`src/rtl/crack_pkg.sv`:
```
// rtl/crack_pkg.sv - shared states, charset codes, widths and guess-entry type for the crack job controller
package crack_pkg;

    localparam int GUESS_W = 128;
    localparam int LEN_W   = 5;

    localparam logic [2:0] ST_IDLE      = 3'd0;
    localparam logic [2:0] ST_LOAD      = 3'd1;
    localparam logic [2:0] ST_RUN       = 3'd2;
    localparam logic [2:0] ST_DRAIN     = 3'd3;
    localparam logic [2:0] ST_FOUND     = 3'd4;
    localparam logic [2:0] ST_EXHAUSTED = 3'd5;
    localparam logic [2:0] ST_ERROR     = 3'd6;

    typedef enum logic [2:0] {
        CS_LOWER = 3'd0,
        CS_UPPER = 3'd1,
        CS_DIGIT = 3'd2,
        CS_ALNUM = 3'd3,
        CS_PRINT = 3'd4
    } charset_e;

    typedef struct packed {
        logic               valid;
        logic [LEN_W-1:0]   len;
        logic [GUESS_W-1:0] guess;
    } guess_entry_t;

    // A length range is unusable if it is empty, starts at zero or exceeds the guess bus
    function automatic logic cfg_bad(input logic [LEN_W-1:0] mn, input logic [LEN_W-1:0] mx,
                                     input int max_guess_len);
        return (mn == '0) || (mn > mx) || (int'(mx) > max_guess_len);
    endfunction

endpackage

```
`src/rtl/crack_guess_delay.sv`:
```
// rtl/crack_guess_delay.sv - fixed-depth delay line pairing each issued guess with its late hash result
module crack_guess_delay
    import crack_pkg::*;
#(
    parameter int DEPTH = 4
)
(
    input  logic         clk,
    input  logic         rst,
    input  logic         flush,
    input  guess_entry_t push,
    output guess_entry_t tail
);

    guess_entry_t line [DEPTH];

    // Shift one entry per cycle; flush invalidates everything still in flight
    always_ff @(posedge clk or posedge rst) begin
        if (rst) begin
            for (int i = 0; i < DEPTH; i++) line[i] <= '0;
        end else if (flush) begin
            for (int i = 0; i < DEPTH; i++) line[i] <= '0;
        end else begin
            line[0] <= push;
            for (int i = 1; i < DEPTH; i++) line[i] <= line[i-1];
        end
    end

    assign tail = line[DEPTH-1];

endmodule

```
`src/rtl/crack_job_controller.sv`:
```
// rtl/crack_job_controller.sv - sequences a guess generator over a length range; CRACK_CTRL_PERF_EN adds counters
module crack_job_controller
    import crack_pkg::*;
#(
    parameter int HASH_LAT      = 4,
    parameter int COUNT_W       = 48,
    parameter int MAX_GUESS_LEN = 16
)
(
    input  logic               clk,
    input  logic               reset,
    input  logic               start,
    input  logic               abort,
    input  logic [2:0]         charset_in,
    input  logic [4:0]         min_len,
    input  logic [4:0]         max_len,
    output logic               gen_reset,
    output logic [2:0]         gen_charset,
    output logic [4:0]         gen_guesslen,
    input  logic [127:0]       gen_guess,
    input  logic               gen_done,
    output logic               hash_valid,
    output logic [127:0]       hash_guess,
    input  logic               hash_hit,
    output logic               busy,
    output logic               found,
    output logic [127:0]       found_guess,
    output logic [4:0]         found_len,
    output logic               exhausted,
    output logic               cfg_error,
`ifdef CRACK_CTRL_PERF_EN
    output logic [COUNT_W-1:0] guess_count,
    output logic [COUNT_W-1:0] run_cycles
`else
    output logic [COUNT_W-1:0] guess_count
`endif
);

    logic [2:0]   state;
    logic [2:0]   cfg_charset;
    logic [4:0]   cur_len;
    logic [4:0]   max_len_q;
    logic [5:0]   drain_cnt;
    logic         idle_or_term;
    logic         bad_cfg;
    logic         start_accept;
    logic         hit_take;
    guess_entry_t push;
    guess_entry_t tail;

    assign idle_or_term = (state == ST_IDLE) || (state == ST_FOUND) ||
                          (state == ST_EXHAUSTED) || (state == ST_ERROR);
    assign bad_cfg      = cfg_bad(min_len, max_len, MAX_GUESS_LEN);
    assign start_accept = start && !abort && idle_or_term && !bad_cfg;
    assign hit_take     = hash_hit && tail.valid;

    assign busy         = (state == ST_LOAD) || (state == ST_RUN) || (state == ST_DRAIN);
    assign hash_valid   = (state == ST_RUN);
    assign hash_guess   = hash_valid ? gen_guess : '0;
    assign gen_reset    = (state == ST_LOAD) || (state == ST_FOUND) ||
                          (state == ST_EXHAUSTED) || (state == ST_ERROR);
    assign gen_charset  = cfg_charset;
    assign gen_guesslen = cur_len;

    assign push = '{valid: hash_valid, len: cur_len, guess: gen_guess};

    crack_guess_delay #(.DEPTH(HASH_LAT)) u_delay (
        .clk   (clk),
        .rst   (reset),
        .flush (start_accept || abort),
        .push  (push),
        .tail  (tail)
    );

    // Job FSM: a hit against a valid tail outranks length stepping and drain completion
    always_ff @(posedge clk or posedge reset) begin
        if (reset) begin
            state       <= ST_IDLE;
            cfg_charset <= '0;
            cur_len     <= '0;
            max_len_q   <= '0;
            drain_cnt   <= '0;
            found       <= 1'b0;
            exhausted   <= 1'b0;
            cfg_error   <= 1'b0;
            found_guess <= '0;
            found_len   <= '0;
        end else if (abort) begin
            state     <= ST_IDLE;
            found     <= 1'b0;
            exhausted <= 1'b0;
            cfg_error <= 1'b0;
        end else begin
            case (state)
                ST_IDLE, ST_FOUND, ST_EXHAUSTED, ST_ERROR: begin
                    if (start) begin
                        found     <= 1'b0;
                        exhausted <= 1'b0;
                        if (bad_cfg) begin
                            cfg_error <= 1'b1;
                            state     <= ST_ERROR;
                        end else begin
                            cfg_error   <= 1'b0;
                            cfg_charset <= charset_in;
                            cur_len     <= min_len;
                            max_len_q   <= max_len;
                            state       <= ST_LOAD;
                        end
                    end
                end
                ST_LOAD, ST_RUN, ST_DRAIN: begin
                    if (hit_take) begin
                        found       <= 1'b1;
                        found_guess <= tail.guess;
                        found_len   <= tail.len;
                        state       <= ST_FOUND;
                    end else if (state == ST_LOAD) begin
                        state <= ST_RUN;
                    end else if (state == ST_RUN) begin
                        if (gen_done) begin
                            if (cur_len == max_len_q) begin
                                drain_cnt <= '0;
                                state     <= ST_DRAIN;
                            end else begin
                                cur_len <= cur_len + 5'd1;
                                state   <= ST_LOAD;
                            end
                        end
                    end else if (drain_cnt == 6'(HASH_LAT - 1)) begin
                        exhausted <= 1'b1;
                        state     <= ST_EXHAUSTED;
                    end else begin
                        drain_cnt <= drain_cnt + 6'd1;
                    end
                end
                default: state <= ST_IDLE;
            endcase
        end
    end

`ifdef CRACK_CTRL_PERF_EN
    // Saturating per-job guess and busy-cycle counters, cleared by an accepted start
    always_ff @(posedge clk or posedge reset) begin
        if (reset) begin
            guess_count <= '0;
            run_cycles  <= '0;
        end else if (start_accept) begin
            guess_count <= '0;
            run_cycles  <= '0;
        end else begin
            if (hash_valid && !(&guess_count)) guess_count <= guess_count + 1'b1;
            if (busy && !(&run_cycles))        run_cycles  <= run_cycles + 1'b1;
        end
    end
`else
    assign guess_count = '0;
`endif

endmodule
```
`config.mk`:
```
export PLATFORM = sky130hd
export DESIGN_NAME = crack_job_controller
export DESIGN_NICKNAME = d
export VERILOG_FILES = /design/src/rtl/crack_pkg.sv /design/src/rtl/crack_guess_delay.sv /design/src/rtl/crack_job_controller.sv
export SDC_FILE = /design/constraint.sdc
export NUM_CORES = 1
export LEC_CHECK = 0
export CORE_MARGIN = 10
export CORE_UTILIZATION = 52
export DETAILED_ROUTE_END_ITERATION = 8
export PLACE_DENSITY = 0.8
export SETUP_SLACK_MARGIN = 0.4
export SYNTH_ARGS = -nofsm -noshare
export SYNTH_HDL_FRONTEND = slang
export SYNTH_SLANG_ARGS = --single-unit
```
`constraint.sdc`:
```
create_clock -name clk -period 35 [get_ports clk]
set_input_delay 7 -clock clk [delete_from_list [all_inputs] [get_ports clk]]
set_output_delay 7 -clock clk [all_outputs]
set_load 0.01 [all_outputs]
```
==> results.yml <==
setup_path:
  worst_setup_path_start_kind: "input pin"
  path_cells: "clkdlybuf4s50_1 > and3_1 > clkdlybuf4s50_1"
  worstSetupPathType: "input pin to primary output"
  critPathTopFamily: "buffers and inverters"
  crit_arrival_ns: 8.26
  crit_fanout: 2
  critPathBufInv: 2
  crit_top_cell: "clkdlybuf4s50_1"
  max_stage_delay_ns: 0.54
  required_ns: 28.00
  cp-end-kind: "primary output"
  worst_path_max_delay_cell: "clkdlybuf4s50_1"
flow_run:
  cap_violations: 0
drt:
  drc: 0
  finalWirelength_um: 55000
  via_per_inst: 4.86
  vias: 15100
  routedWlPerCell_um: 17.7
  drt_first_pass_iters: 5
  ant_nets: 0
  drt_iter0_markers: 1082
layout:
  diodes: 0
  regArea_um2: 17400
  nets: 2608
  drive_gt1_frac: 0.0564
  syn2layout_area_growth_pct: 26.4
  multi_input_area_um2: 6750
  fillers: 3411
power_and_ir_drop:
  power_frac_seq: 0.464
  internal_power_mw: 1.41
  power_density_nw_per_um2: 59.8
  peakVddDrop_uv: 49.1
  power.switching_mw: 0.475
  power_mw: 1.88
  p_leak_nw: 16.1
  p_clk_frac: 0.374
  p_comb_frac: 0.162
  switching_share: 0.253
global_routing:
  grt_max_degree: 185
  antenna_found_initial: 1
  first_global_vias: 16000
  overflow: 0
  track_usage: 0.194
  grt_pass1_wl_um: 88100
synthesis:
  synth.most_common_cell: "dfrtp_1"
  syn-cell-area_um2: 24900
  synthTopCellsByArea: "dfrtp_1 70%, and2_1 14%, nand2_1 6.2%, and3_1 3.3%, buf_4 1.6%"
  synth_top_area_share: 0.698
  synthCells: 2071
  ys.warnings.count: 0
  synth.distinct_cells: 49
  synthTopCellsByCount: "694 x dfrtp_1, 538 x and2_1, 414 x nand2_1, 131 x and3_1, 71 x buf_2"
  ys_ff_latch: 694
  yosysTopAreaCell: "dfrtp_1"
  synthFlopType: "dfrtp_1"
  syn_area_per_cell_um2: 12.0
  ys_seq_area_frac: 0.698
  synth_edf_count: 0
  synthArstFlopShare: 1.00
timing:
  skew_ns: 0.0116
  hold_viol: 0
  post-route-period-util: 0.436
  min_period_ns: 15.26
  tightest_slew_ns: 1.36
  finalSetupViolCount: 0
  final.setup.tns_ns: 0
  fin_ws_ns: 19.74
  timing.fmax_mhz: 65.5
  max-slew-margin-rel: 0.0952
  report.final.slew_viol_count: 0
  rsz0062_at_grt: "false"
outcome:
  status: "finished, final reports clean"
floorplan:
  start_util: 0.524
  die_height_um: 239
  core_um2: 47500
  pin_count: 470
  die_x_um: 239
  row_count: 80
  dieArea_um2: 57000
hold_path:
  hold_class: "flop to flop"
clock_network:
  cts_made_buffers: 68
  clk_pin_slew_ns: 0.06
  cts_tree: "built"
  cts.path.max_buffers: 3
  cts_hold_buf: 0
  cts_sinks: 694
  clk_latency_ns: 0.59
  cts-root-buf: "clkbuf_16"
  post_cts.repair.setup_buffers: 0
  cts_htree_levels: 3
  post_cts_resized: 0
placed_design:
  numPortBuffers: 421
  post-place-ws_ns: 19.72
  dpl.hpwl_um: 35600
  place.gp.congestion: 0.838
[metal layers]
layer  GRT usage  routed length [µm]  up-vias
li1            -                   -     7090
met2       0.340               29100      365
met1       0.223               21000     7599
met5           0                   0        -
met4      0.0829                1710        0
met3      0.0489                3250       95
[cells by family (layout without fill, tap and decap cells)]
| family | after synthesis | after routing | share of synthesized area |
|---|---|---|---|
| AO/OA/AOI/OAI | 43 | 43 | 0.0124 |
| XOR/XNOR | 8 | 8 | 0.00281 |
| adder cells (fa/ha/maj) | 7 | 7 | 0.00352 |
| buffers and inverters | 183 | 566 | 0.0390 |
| flip-flops | 694 | 694 | 0.698 |
| multiplexers | 11 | 11 | 0.00488 |
| other | 1 | 48 | 0.000151 |
| AND/OR/NAND/NOR | 1124 | 1124 | 0.240 |
[state kept, by name (all words and copies together), names as in the netlist]
name / cells
u_delay.line: 402
u_delay.tail: 134
found_guess: 128
drain_cnt: 6
found_len: 5
gen_guesslen: 5
max_len_q: 5
gen_charset: 3
state: 3
cfg_error: 1
exhausted: 1
found: 1
[worst paths after layout]
check / from / to / slack, ns / depth (start not counted)
setup / recovery: gen_guess[79] / hash_guess[79] / 19.74 / 3
hold / removal: u_delay.tail[27]$_DFF_PP0_ / found_guess[27]$_DFFE_PP0P_ / 0.43 / 2
setup reg to reg: state[0]$_DFFE_PP0P_ / u_delay.line[513]$_DFF_PP0_ / 31.26 / 6
hold reg to reg: u_delay.tail[27]$_DFF_PP0_ / found_guess[27]$_DFFE_PP0P_ / 0.43 / 2
max in group asynchronous: reset / found_guess[34]$_DFFE_PP0P_ / 25.69 / 4
min in group asynchronous: reset / u_delay.line[523]$_DFF_PP0_ / 7.01 / 2
[metrics by stage]
stage | utilization | cells | cell area [µm²] | hold slack, ns
floorplan | - | 2118 | 25100 | 0.414
global placement | 0.616 | 2999 | 29300 | 0.418
detailed placement | 0.616 | 2999 | 29300 | 0.420
CTS | 0.662 | 3116 | 31500 | 0.433
global route | 0.662 | 3116 | 31500 | 0.449
finish | 0.662 | 3116 | 31500 | 0.431
[cell type report]
| cell class | instances | share of cell area |
|---|---|---|
| flip-flops and latches | 694 | 0.552 |
| inverters | 14 | 0.00191 |
| clock buffers | 97 | 0.0643 |
| clock inverters | 20 | 0.00509 |
| multi-input cells | 1241 | 0.215 |
| repair buffers | 435 | 0.138 |
| well taps | 615 | 0.0245 |
[layout by cell type (no fill, tap or decap), drive strengths merged, types with 3 or more instances in the layout]
cell,Yosys,routed
inv,14,15
and2,538,538
xnor2,4,4
a21oi,12,12
mux2,9,9
dfrtp,694,694
and3,131,131
conb,1,48
nor3,5,5
nand2,414,414
nand2b,4,4
xor2,4,4
clkdlybuf4s50,0,421
nor4,3,3
ha,7,7
clkinv,0,16
nand3,4,4
o21ai,8,8
buf,123,14
nor2,14,14
clkbuf,46,97
[power by group through the flow]
stage / Combinational (mW) / Clock [mW] / Sequential, mW
after floorplan: 0.174 / 0 / 0.882
after global placement: 0.294 / 0 / 0.884
after detailed placement: 0.304 / 0 / 0.886
after CTS: 0.307 / 0.722 / 0.873
after global routing: 0.332 / 0.755 / 0.878
final: 0.305 / 0.703 / 0.873
[worst min-delay path, stage by stage, from the launching register on]
cell	delay (ns)
dfrtp_1	0.32
nand2_1	0.04
nand2_1	0.04
Power figures use the tool's default switching activity.
